<file path="config.mk">
export PLATFORM = sky130hd
export DESIGN_NAME = io_arbiter
export DESIGN_NICKNAME = d
export VERILOG_FILES = /design/src/rtl/io_arbiter.sv
export SDC_FILE = /design/constraint.sdc
export NUM_CORES = 1
export LEC_CHECK = 0
export CELL_PAD_IN_SITES_DETAIL_PLACEMENT = 1
export CELL_PAD_IN_SITES_GLOBAL_PLACEMENT = 2
export CORE_UTILIZATION = 19
export CTS_CLUSTER_SIZE = 20
export DETAILED_ROUTE_END_ITERATION = 12
export PLACE_DENSITY_LB_ADDON = 0.1
export SLEW_MARGIN = 15
export SYNTH_ARGS = -nofsm -noshare
export SYNTH_HDL_FRONTEND = slang
export SYNTH_SLANG_ARGS = --single-unit
</file>
<file path="constraint.sdc">
create_clock -name clk -period 1.75 [get_ports clk]
set_clock_uncertainty 0.1 [all_clocks]
set_input_delay 0.35 -clock clk [delete_from_list [all_inputs] [get_ports clk]]
set_output_delay 0.35 -clock clk [all_outputs]
set_load 0.005 [all_outputs]
</file>
<file path="src/rtl/io_arbiter.sv">
// io_arbiter
// Purpose: shares a single IO peripheral port between two requesters
// (m0 = CPU, m1 = debug loader). An access takes three cycles:
// IDLE (arbitrate and latch), XFER (bus strobes), RESP (done pulse).
// Arbitration is round-robin with a 1-bit priority pointer.
//
// Ports:
//   clk, reset                 clock, synchronous active-high reset
//   mX_req                     requester X wants an access
//   mX_we, mX_addr, mX_wdata   access attributes, sampled only at grant
//   mX_gnt                     one-cycle pulse, X's access is on the bus
//   mX_done                    one-cycle pulse, X's access is complete
//   rdata                      last data read from the peripheral
//   pRead, pWrite              peripheral strobes (XFER only)
//   addr, pWriteData           peripheral address / write data (held)
//   pReadData                  peripheral read data, valid with pRead

module io_arbiter #(
   parameter int DW = 12,
   parameter int RW = 32
) (
   input  logic          clk,
   input  logic          reset,
   input  logic          m0_req,
   input  logic          m0_we,
   input  logic [1:0]    m0_addr,
   input  logic [DW-1:0] m0_wdata,
   input  logic          m1_req,
   input  logic          m1_we,
   input  logic [1:0]    m1_addr,
   input  logic [DW-1:0] m1_wdata,
   output logic          m0_gnt,
   output logic          m1_gnt,
   output logic          m0_done,
   output logic          m1_done,
   output logic [RW-1:0] rdata,
   output logic          pRead,
   output logic          pWrite,
   output logic [1:0]    addr,
   output logic [DW-1:0] pWriteData,
   input  logic [RW-1:0] pReadData
);

   typedef enum logic [1:0] {
      IDLE = 2'd0,
      XFER = 2'd1,
      RESP = 2'd2
   } state_t;

   state_t        state_q, state_d;
   logic          ptr_q, ptr_d;
   logic          owner_q, owner_d;
   logic          we_q, we_d;
   logic [1:0]    addr_q, addr_d;
   logic [DW-1:0] wdata_q, wdata_d;
   logic [RW-1:0] rdata_q, rdata_d;
   logic          sel;

   // State and datapath registers; reset returns everything to a clean idle.
   always_ff @(posedge clk) begin
      if (reset) begin
         state_q <= IDLE;
         ptr_q   <= 1'b0;
         owner_q <= 1'b0;
         we_q    <= 1'b0;
         addr_q  <= '0;
         wdata_q <= '0;
         rdata_q <= '0;
      end else begin
         state_q <= state_d;
         ptr_q   <= ptr_d;
         owner_q <= owner_d;
         we_q    <= we_d;
         addr_q  <= addr_d;
         wdata_q <= wdata_d;
         rdata_q <= rdata_d;
      end
   end

   // Next-state logic. Requests are only looked at in IDLE, so changes on
   // req/we/addr/wdata during XFER or RESP cannot disturb the access.
   always_comb begin
      state_d = state_q;
      ptr_d   = ptr_q;
      owner_d = owner_q;
      we_d    = we_q;
      addr_d  = addr_q;
      wdata_d = wdata_q;
      rdata_d = rdata_q;
      sel     = 1'b0;
      case (state_q)
         IDLE: begin
            if (m0_req || m1_req) begin
               // Both asking: the pointer decides. One asking: it wins.
               sel     = (m0_req && m1_req) ? ptr_q : m1_req;
               owner_d = sel;
               ptr_d   = ~sel;
               we_d    = sel ? m1_we    : m0_we;
               addr_d  = sel ? m1_addr  : m0_addr;
               wdata_d = sel ? m1_wdata : m0_wdata;
               state_d = XFER;
            end
         end
         XFER: begin
            if (!we_q) begin
               rdata_d = pReadData;
            end
            state_d = RESP;
         end
         RESP: begin
            state_d = IDLE;
         end
         default: begin
            state_d = IDLE;
         end
      endcase
   end

   // Outputs decode only from state and latched registers, never from req.
   assign m0_gnt     = (state_q == XFER) && !owner_q;
   assign m1_gnt     = (state_q == XFER) &&  owner_q;
   assign m0_done    = (state_q == RESP) && !owner_q;
   assign m1_done    = (state_q == RESP) &&  owner_q;
   assign pWrite     = (state_q == XFER) &&  we_q;
   assign pRead      = (state_q == XFER) && !we_q;
   assign addr       = addr_q;
   assign pWriteData = wdata_q;
   assign rdata      = rdata_q;

endmodule
</file>
==> flow_summary.yaml <==
cts:
  cts.sinks: 51
  clk_pin_slew_ns: 0.10
  root_buffer: "clkbuf_8"
  cts_buffers: 5
  holdBufCountCts: 0
  cts.htree.levels: 2
  clockBufferDepth: 2
  cts_tree: "yes"
  clk_latency_ns: 0.29
setup_path:
  startpoint: "state_q[1]$_SDFFE_PP0P_"
  crit_chain: "or3b_4 > clkinv_4 > buf_2"
  worstSetupPathType: "reg2out"
  cp_num_buf_inv: 2
  worstPathMaxFanout: 5
  r2r_start: "state_q[1]$_SDFFE_PP0P_"
  path_delay_family: "simple AND/OR/NAND/NOR gates"
  slowest_delay_ns: 0.42
  cp-start-kind: "flip-flop"
  critPathSlowestCell: "or3b_4"
  worstPathArrival_ns: 1.25
  worstPathRequired_ns: 1.30
  end_kind: "primary output"
die:
  io_pins: 118
  row_count: 37
  coreArea_um2: 10370
  die_y_um: 105.6
  dieArea_um2: 11150
  die_w_um: 105.6
  initial_core_util_pct: 19.65
yosys:
  synth_mux_area_share_pct: 0
  synthAdderAreaFrac_pct: 0
  synth-xor-area-share_pct: 0
  synth_seq_cells: 51
  synth_compound_area_share_pct: 22.96
  synthesis.area_um2: 2038
  yosys.area_share.simple_pct: 20.01
  yosysSeqAreaShare_pct: 50.09
  syn_inst: 254
  synth.avg_cell_area_um2: 8.024
  ys.warnings.count: 0
  synth_top_family_by_area: "compound AO/OA/AOI/OAI gates"
  synth_nets: 320
  synth.distinct_cells: 23
run:
  cap_violations: 0
power_and_ir_drop:
  power_density_nw_per_um2: 810.5
  power_leakage_nw: 1.249
  irDropWorstVdd_v: 0.0004962
min_path:
  hp-class: "reg2reg"
  worstHoldStart: "rdata[22]$_SDFFE_PP0P_"
placement:
  portBuffers: 117
  dp.final_hpwl_mm: 5.009
  place_area_um2: 3373
  gp_congestion: 0.7147
drt:
  dr.pass1.iters: 4
  routedWlPerCell_um: 14.67
  drtIter0Drc: 41
  drc: 0
  vias_per_cell: 4.364
  finalWirelength_mm: 7.424
  vias: 2208
  final_antenna_net_count: 0
finish:
  area_growth_pct: 73.85
  nets: 435
  design_area_um2: 3543
  utilization_pct: 34.17
  drive_above_1_share_pct: 10.81
  final_common_cell: "clkdlybuf4s50_1"
  final_cell_mix: "clkdlybuf4s50_1, nand2_1, a21oi_1, dfxtp_1"
  antenna_cells: 0
global_route:
  grt_pass1_wl_mm: 11.43
  grt_pass1_vias: 2226
  antenna_found_initial: 0
  gr-total-overflow: 0
  grt_max_degree: 52
  track_usage_pct: 13.00
timing:
  hold_viol_final: 0
  drv_slew: 0
  grt_setup_unrepaired: "true"
  relSlewSlack_pct: 54.40
  min_period_ns: 1.699
  worst_pin_slew_ns: 0.6818
  setup-violations-final: 0
  fin_crit_sh_pct: 97.10
  clock.fmax_ghz: 0.5885
  hold_ws_ns: 0.3573
outcome:
  status: "complete, no violations"
-- metal layers --
metal / vias to the layer above / part of all wire, % / GRT usage [%]
met2: 70 / 49 / 22.70
li1: 1109 / - / -
met3: 6 / 5.7 / 3.154
met5: - / 0 / 0
met1: 1023 / 44 / 16.08
met4: 0 / 0.97 / 2.976
-- path summary, 6_finish.rpt --
kind	end	slack [ns]	cells past startpoint
setup reg to reg	rdata[0]$_SDFFE_PP0P_	0.17	5
setup / recovery	pRead	0.05	3
hold / removal	rdata[22]$_SDFFE_PP0P_	0.36	2
hold reg to reg	rdata[22]$_SDFFE_PP0P_	0.36	2
-- cell type report --
class | count | area (um^2)
clock inverter | 2 | 35.03
sequential | 51 | 1026
inverter | 4 | 23.77
tap | 136 | 170.2
multi-input combinational | 176 | 915.9
clock buffer | 6 | 82.58
timing repair buffer | 131 | 1290
fill | 1254 | 6827
-- synth_stat cells (all sizes together) --
library cell | n | area, um^2
inv | 3 | 11.26
nand2 | 64 | 240.2
or2b | 1 | 7.510
or2 | 1 | 6.260
buf | 12 | 78.82
nor3b | 2 | 15.01
and2b | 1 | 7.510
a21o | 1 | 7.510
nor2 | 6 | 25.03
dfxtp | 51 | 1021
nand2b | 1 | 6.260
nand3 | 16 | 80.08
a21oi | 49 | 245.2
o21ai | 15 | 75.07
or3b | 1 | 8.760
nor4 | 1 | 6.260
clkbuf | 11 | 42.54
nor3 | 1 | 5.000
a311oi | 16 | 140.1
clkinv | 1 | 8.760
-- worst reg2reg max path: cells and delay by family, from the launching register on --
kind | cells | cell delay [ns]
AND/OR/NAND/NOR | 2 | 0.53
AO/OA/AOI/OAI | 1 | 0.14
flip-flops | 1 | 0.37
buffers and inverters | 2 | 0.38
-- flip-flops by register name (all words and copies together) (netlist names) --
signal	cells
rdata	32
pWriteData	12
addr	2
state_q	2
owner_q	1
ptr_q	1
we_q	1
-- metrics by stage --
stage | power, mW | std cells | TNS (ns) | setup WS (ns)
after floorplan | 1.602 | 254 | 0 | 0.2280
after global placement | 2.029 | 496 | -6.585 | -0.4239
after detailed placement | 2.033 | 496 | -6.949 | -0.4600
after CTS | 2.929 | 505 | -0.03393 | -0.03393
after global routing | 3.027 | 506 | -0.003476 | -0.003476
final | 2.872 | 506 | 0 | 0.05068
-- power breakdown --
group	switching [mW]	total (mW)	internal (mW)	leakage, nW
Clock	0.397	0.861	0.464	0.0612
Sequential	0.0542	1.31	1.25	0.420
Combinational	0.298	0.702	0.404	0.768
-- what timing repair did --
action,4_1_cts,5_1_grt
resized for setup,20,9
endpoints found under the setup margin,21,21
pin swaps,0,1
buffers inserted,1,1
-- kinds of logic after synthesis --
family,after synthesis
AO/OA/AOI/OAI,81
AND/OR/NAND/NOR,95
buffers and inverters,27
flip-flops,51
Note: power is estimated with default switching activity, not from simulation.
